==> config.mk <==
export PLATFORM = sky130hd
export DESIGN_NAME = debounce_bank
export DESIGN_NICKNAME = d
export VERILOG_FILES = /design/src/rtl/debounce_bank.sv
export SDC_FILE = /design/constraint.sdc
export NUM_CORES = 1
export LEC_CHECK = 0
export BUFFER_PORTS_ARGS = -buffer_cell sky130_fd_sc_hd__buf_2
export CAP_MARGIN = 0
export CORE_ASPECT_RATIO = 1.5
export CORE_MARGIN = 8
export CORE_UTILIZATION = 25
export CTS_CLUSTER_SIZE = 16
export DETAILED_ROUTE_END_ITERATION = 8
export PLACE_DENSITY = 0.41
export SLEW_MARGIN = 20
export SYNTH_ARGS = -nofsm -noshare
export SYNTH_HDL_FRONTEND = slang
export SYNTH_SLANG_ARGS = --single-unit
==> constraint.sdc <==
create_clock -name clk -period 5.22 [get_ports clk]
set_clock_uncertainty 0.05 [all_clocks]
set_input_delay 0.261 -clock clk [delete_from_list [all_inputs] [get_ports clk]]
set_output_delay 0.261 -clock clk [all_outputs]
set_load 0.05 [all_outputs]
==> src/rtl/debounce_bank.sv <==
// Bank of independent debouncers: each raw input is synchronised, then must
// disagree with its accepted level for STABLE_CYCLES enabled cycles to be taken.
module debounce_bank #(
  parameter int CHANNELS      = 8,
  parameter int STABLE_CYCLES = 1000000,
  parameter int SYNC_STAGES   = 2,
  parameter bit RESET_LEVEL   = 1'b0
) (
  input  logic                clk,
  input  logic                rst_n,
  input  logic [CHANNELS-1:0] raw,
  input  logic                ce,
  input  logic                freeze,
  output logic [CHANNELS-1:0] stable,
  output logic [CHANNELS-1:0] rise,
  output logic [CHANNELS-1:0] fall,
  output logic                any_change
);

  localparam int                CW      = $clog2(STABLE_CYCLES + 1);
  localparam logic [CW-1:0]     LAST    = CW'(STABLE_CYCLES - 1);
  localparam logic [CHANNELS-1:0] RST_VEC = {CHANNELS{RESET_LEVEL}};

  logic [CHANNELS-1:0] sync_q [SYNC_STAGES];
  logic [CHANNELS-1:0] sync;
  logic [CW-1:0]       cnt_q  [CHANNELS];
  logic [CW-1:0]       cnt_d  [CHANNELS];
  logic [CHANNELS-1:0] stable_d;
  logic [CHANNELS-1:0] rise_d;
  logic [CHANNELS-1:0] fall_d;

  // Synchronisers keep sampling even while frozen.
  always_ff @(posedge clk or negedge rst_n) begin
    if (!rst_n) begin
      for (int s = 0; s < SYNC_STAGES; s++) sync_q[s] <= RST_VEC;
    end else begin
      sync_q[0] <= raw;
      for (int s = 1; s < SYNC_STAGES; s++) sync_q[s] <= sync_q[s-1];
    end
  end

  assign sync = sync_q[SYNC_STAGES-1];

  // Freeze wins over everything, including the clear-on-match path.
  always_comb begin
    cnt_d    = cnt_q;
    stable_d = stable;
    rise_d   = '0;
    fall_d   = '0;
    for (int i = 0; i < CHANNELS; i++) begin
      if (freeze) begin
        cnt_d[i] = cnt_q[i];
      end else if (sync[i] == stable[i]) begin
        cnt_d[i] = '0;
      end else if (ce) begin
        if (cnt_q[i] == LAST) begin
          stable_d[i] = sync[i];
          cnt_d[i]    = '0;
          rise_d[i]   = sync[i];
          fall_d[i]   = ~sync[i];
        end else begin
          cnt_d[i] = cnt_q[i] + CW'(1);
        end
      end
    end
  end

  always_ff @(posedge clk or negedge rst_n) begin
    if (!rst_n) begin
      for (int i = 0; i < CHANNELS; i++) cnt_q[i] <= '0;
      stable     <= RST_VEC;
      rise       <= '0;
      fall       <= '0;
      any_change <= 1'b0;
    end else begin
      cnt_q      <= cnt_d;
      stable     <= stable_d;
      rise       <= rise_d;
      fall       <= fall_d;
      any_change <= |(rise_d | fall_d);
    end
  end

endmodule

Yosys cells after proc, flatten, opt, wreduce, memory -nomap -nowiden. Index checks and enable logic that the tools add are counted.

Bits in registers: 201. Input bits: 12.

$add $sub $neg: 8. Equal/unequal tests: 16. Multiplexer cells: 88. Bitwise operators: 18. Reductions and logical operators: 25.

Operators by type and width (number): $mux W20 (24); $add A20 B1 Y20 const B (8); $eq A20 B20 Y1 const B (8); $mux W1 (64); $reduce_and A4 Y1 (8); $not A1 Y1 (17); $reduce_and A2 Y1 (8); $reduce_bool A2 Y1 (8); $eq A1 B1 Y1 (8); $or A8 B8 Y8 (1); $reduce_or A8 Y1 (1).

Longest topological paths before layout.
Depth in word-level cells: 7. Gate-level depth with buffers: 8.

Worst setup path after synthesis. Ideal clock, no wire load.

Path type: reg-to-reg. Start point: register cnt_q[135] in the netlist's numbering. End point: register cnt_q[139] in the netlist's numbering. Data arrival time: 1901 ps. Required time: 5046 ps. Setup slack: 3146 ps. Stages on the path, launching flop included: 7. Period minus slack after synthesis: 2074 ps. Path through: dfrtp_1 -> or4b_4 -> nor4_4 -> a21oi_2 -> buf_6 -> o211a_1 -> a211o_1.

Longest elaborated chain between the ends: 4. Elaborated cells on any way between the ends: 5.

Ends and longest elaborated chain: from (decl) (line 26) `logic [CW-1:0] cnt_q [CHANNELS];`; from (signal assigned) (line 76) `cnt_q <= cnt_d;`; $add A20 B1 Y20 or $eq A20 B20 Y1 (tied branches) (line 62, 56); $mux W20 * (line 56) `if (cnt_q[i] == LAST) begin`; $mux W20 * (line 55) `end else if (ce) begin`; $mux W20 * (line 53) `end else if (sync[i] == stable[i]) begin`.

Mark *: on every way between the ends. The rest lies on a longest branch, timed or not. The select of a mux whose other input is x is not followed. A chain may end at the register's enable or synchronous reset.

Worst setup path in the final report.
Start point: register cnt_q[40] in the netlist's numbering. End point: register stable[5].

Longest elaborated chain between the ends: 2.

Ends and longest elaborated chain: $eq A20 B20 Y1 (line 56); $reduce_and A4 Y1 (no line); to (signal assigned) (line 77) `stable <= stable_d;`; to (decl) (line 14) `output logic [CHANNELS-1:0] stable,`.

No other way between the ends.

==> results <==
- The most instantiated library cell after synthesis is sky130_fd_sc_hd__dfrtp_1.
- The endpoint class of the critical path is a register.
- The clock tree from TritonCTS is done.
- The die boundary width is between 150 and 200 um.
- Pin placement for this block handled 37 I/O pins.
- After global routing the overflow that remains totals 0.
- Across the run, the number of max-cap violations was 0.
- The register-to-register setup slack is approximately 2.7 ns.
- Measured along the y axis, the die boundary spans roughly 260 um.
- On the critical path the largest part of the delay comes from simple AND/OR/NAND/NOR gates.
- The number of different library cells in the post-synthesis netlist is 73.
- The number of vias in the routed layout is a little over 8000.
- For the pin with the worst max-slew slack, the measured transition is between 1 and 1.5 ns.
- The first detailed-routing pass ran for 4 iterations.
- The portion of the post-synthesis area used by sequential elements is approximately half.
- The analysis attributes to cell leakage a power of slightly above 0.005 uW.
- The post-route DRC violation count is 0.
- The data required time of the critical path is 5.63 ns.
- The congestion estimate from routability-driven global placement came to around 0.78.
- The post-CTS repair timing setup buffer count is 0.
- The final cycle utilization of the critical path is between 40% and 50%.
- The count of endpoints failing hold in the final timing report is 0.
- In this design, the stage delay of the slowest critical-path cell is approximately 0.84 ns.
- The worst setup slack after placement is 2.56 ns.
- Clock tree synthesis selected as its root buffer the cell sky130_fd_sc_hd__clkbuf_16.
- The number of synthesized flops with an enable pin is 0.
- The layout has between 4000 and 5000 filler cells.
- The multi-input logic area is ~5000 um^2.
- Along the worst hold path, the cell count comes to 4.
- The initial antenna violation count was 0.
- At the worst endpoint, the arrival time is 2.90 ns.
- In the global route stage, overall resource usage came out at roughly 11%.
- The number of nets with antenna violations after detailed routing is 0.
- In the final layout, flip-flops and latches occupy approximately 5000 um^2.
- Detailed placement finished with a half-perimeter wire length of 18000 um.
- Derived from the worst setup path, the maximum achievable clock frequency is 401 MHz.
- The area share of the largest cell type after synthesis is 49.1%.
- Together, buffers and inverters on the worst path number 0.
- The mapped netlist covers roughly 10000 um^2.
- In the synthesized netlist, the cells that appear most often are 201 x sky130_fd_sc_hd__dfrtp_1, 136 x sky130_fd_sc_hd__nor2_1, 87 x sky130_fd_sc_hd__nand2_1.
- Synthesis produced a netlist whose cell count is 1039.
- The worst hold path belongs to the class in -> reg.
- In the final timing run, aggregate negative setup slack is 0 ns.
- The clock latency at the later pin of the worst-skew pair is approximately 0.54 ns.
- The final-stage net count is 1109.
- The number of synthesized register bits is 201.
- The power density relative to cell area is between 200 and 300 nW/um^2.
- The area of the core is about 41000 um^2.
- The slowest stage of the critical path is the sky130_fd_sc_hd__nor4_1 cell.
- The number of cells on the worst reg-to-reg path is 6.
- The critical register-to-register path startpoint is cnt_q[40]$_DFFE_PN0P_.
- The critical path goes through ha_1 -> and3_1 -> nand3_1 -> nor4_1 -> and2_1 -> a21o_1.
- VDD sags by at most 0.198 mV.
- Dividing the detail-routed via count by the number of cells gives roughly 5.0.
- The ratio of cells with drive above 1 in the final layout is between 10% and 20%.
- The number of sinks handled by clock tree synthesis is 201.
- The capture instance of the worst register-to-register path is stable[5]$_DFFE_PN0P_.
- The floorplan step defined a die boundary enclosing about 48000 um^2.
- The startpoint type of the worst setup path is a register.
- For this run, asynchronously set or reset flops after synthesis account for 100%.
- The via count of the first global-routing pass is 8377.
- The first global-routing pass estimated 44600 um of wire.
- The H-tree depth is 1.
- The clock passes through at most 3 buffers.
- The final period demand of the worst path is approximately 2.5 ns.
- The post-synthesis cell type with the largest combined area is sky130_fd_sc_hd__dfrtp_1.
- The number of buffers inserted by port buffering is 36.
- The final count of negative-setup-slack endpoints is 0.
- Wires add up to roughly 26000 um.
- The initial utilization of the core area, before any placement, comes to between 20 and 30%.
- The post-CTS resize count is 0.
- The critical hold path startpoint is ce.
- The antenna diode count is 0.
- The first-iteration detailed-routing DRC count is about 380.
- The worst pin sits at a relative slew slack of around a third.
- The most used flip-flop cell after synthesis is sky130_fd_sc_hd__dfrtp_1.
- The floorplan has just over 90 rows.
- The total count of max-transition violations in the final report is 0.
- The clock transition at the registers of the reported paths is roughly 0.060 ns.
- The worst hold path terminates at cnt_q[4]$_DFFE_PN0P_.
- In the final routed layout, each cell accounts on average for 16.3 um.
- The path type of the worst setup path is reg -> reg.
- Setup slack closes at between 2 and 3 ns.
- The average footprint of a synthesized cell is just under 10 um^2.
- In this run the worst path has a maximum fanout of 7.
- The number of nets in the synthesized netlist is 1059.
- The area growth from synthesis to layout is 15.7%.
- Sorting the synthesized cells by area gives the leading types as sky130_fd_sc_hd__dfrtp_1 49%, sky130_fd_sc_hd__xor2_1 5.6%, sky130_fd_sc_hd__nor2_1 5.0%.
- The largest net degree at the start of global routing is 110.
- The synthesis warning total is 0.
- The worst setup path startpoint is cnt_q[40]$_DFFE_PN0P_.
- The run finished with clean final reports.
- Setup repair after global routing left no endpoint under its margin.
- The number of buffers inserted during clock tree synthesis is 25.
-- layout by cell type (no fill, tap or decap), types with 7 or more instances in the layout --
| cell type | instances |
|---|---|
| sky130_fd_sc_hd__nand3_1 | 67 |
| sky130_fd_sc_hd__buf_2 | 35 |
| sky130_fd_sc_hd__and3_1 | 32 |
| sky130_fd_sc_hd__xor2_1 | 66 |
| sky130_fd_sc_hd__dfrtp_1 | 201 |
| sky130_fd_sc_hd__a2111oi_2 | 7 |
| sky130_fd_sc_hd__a21o_1 | 15 |
| sky130_fd_sc_hd__a21oi_1 | 39 |
| sky130_fd_sc_hd__mux2_2 | 13 |
| sky130_fd_sc_hd__nand2b_1 | 9 |
| sky130_fd_sc_hd__o21ai_0 | 17 |
| sky130_fd_sc_hd__xnor2_1 | 37 |
| sky130_fd_sc_hd__nor4bb_1 | 7 |
| sky130_fd_sc_hd__nand2_1 | 87 |
| sky130_fd_sc_hd__clkbuf_1 | 10 |
| sky130_fd_sc_hd__and4_1 | 16 |
| sky130_fd_sc_hd__clkbuf_16 | 25 |
| sky130_fd_sc_hd__and2_1 | 14 |
| sky130_fd_sc_hd__nand4_1 | 52 |
| sky130_fd_sc_hd__dlygate4sd3_1 | 9 |
| sky130_fd_sc_hd__ha_1 | 8 |
| sky130_fd_sc_hd__nor3_1 | 18 |
| sky130_fd_sc_hd__a22o_1 | 11 |
| sky130_fd_sc_hd__inv_1 | 11 |
| sky130_fd_sc_hd__a31oi_1 | 26 |
| sky130_fd_sc_hd__nor4_1 | 20 |
| sky130_fd_sc_hd__nor2_1 | 136 |
| sky130_fd_sc_hd__nor4b_1 | 7 |
-- cells by family (layout without fill, tap and decap cells) --
family	after synthesis	count (layout)	share of synthesized area [%]
compound gates	162	162	11.4
mux	18	18	1.92
xor+xnor	103	103	8.80
fa+ha+maj	8	8	0.976
simple gates	510	510	26.3
flops	201	201	49.1
buf+inv	37	105	1.54
-- worst max-delay path by stage --
stage	end	cells after the start
2_1_floorplan	cnt_q[139]$_DFFE_PN0P_	6
3_3_place_gp	stable[5]$_DFFE_PN0P_	7
3_5_place_dp	stable[5]$_DFFE_PN0P_	7
4_1_cts	stable[5]$_DFFE_PN0P_	6
5_1_grt	stable[5]$_DFFE_PN0P_	6
6_report	stable[5]$_DFFE_PN0P_	6
-- cell type report --
| cell class | instances | share of cell area [%] |
|---|---|---|
| multi-input cells | 801 | 42.7 |
| flip-flops and latches | 201 | 42.4 |
| well taps | 511 | 5.39 |
| clock inverters | 4 | 0.200 |
| inverters | 12 | 0.380 |
| clock buffers | 41 | 6.29 |
| repair buffers | 48 | 2.66 |
-- stage by stage --
stage,power [uW],std cells,util [%],cell area (um^2),hold slack [ns]
floorplan,1730,1039,-,10300,-0.0846
global route,3590,1618,29.1,11900,0.296
finish,3420,1618,29.1,11900,0.283
detailed placement,1810,1564,27.0,11000,0.285
CTS,3500,1618,29.1,11900,0.278
global placement,1810,1564,27.0,11000,0.284
-- layer usage --
metal  GRT usage (%)  vias to the layer above  wire length [um]  share of wire (%)
li1                -                     3909                 -                  -
met1            13.0                     3973             11200                 43
met2            19.8                      117             13200                 50
met3            2.23                       46              1180                4.5
met4            3.95                        0               702                2.7
met5               0                        -                 0                  0
-- report_power, final --
group          total [uW]  internal (uW)  leakage (uW)  switching (uW)
Clock                1650            968      0.000379             678
Combinational         163           49.6       0.00195             113
Sequential           1610           1580       0.00276            30.2
-- registers in the layout, summed over array words and instances (netlist names) --
| name | flops |
|---|---|
| rise | 8 |
| sync | 8 |
| any_change | 1 |
| cnt_q | 160 |
| stable | 8 |
| sync_q | 8 |
| fall | 8 |
-- timing repair --
| item | CTS | global route |
|---|---|---|
| endpoints found under the setup margin | 0 | 0 |
| hold buffers | 9 | 0 |
| endpoints found under the hold margin | 116 | 0 |
-- worst reg2reg max path: stages, from the launching register on --
cell and delay [ns]:
sky130_fd_sc_hd__dfrtp_1 0.45, sky130_fd_sc_hd__ha_1 0.34, sky130_fd_sc_hd__and3_1 0.27, sky130_fd_sc_hd__nand3_1 0.13
sky130_fd_sc_hd__nor4_1 0.84, sky130_fd_sc_hd__and2_1 0.27, sky130_fd_sc_hd__a21o_1 0.09
Power figures use the tool's default switching activity.
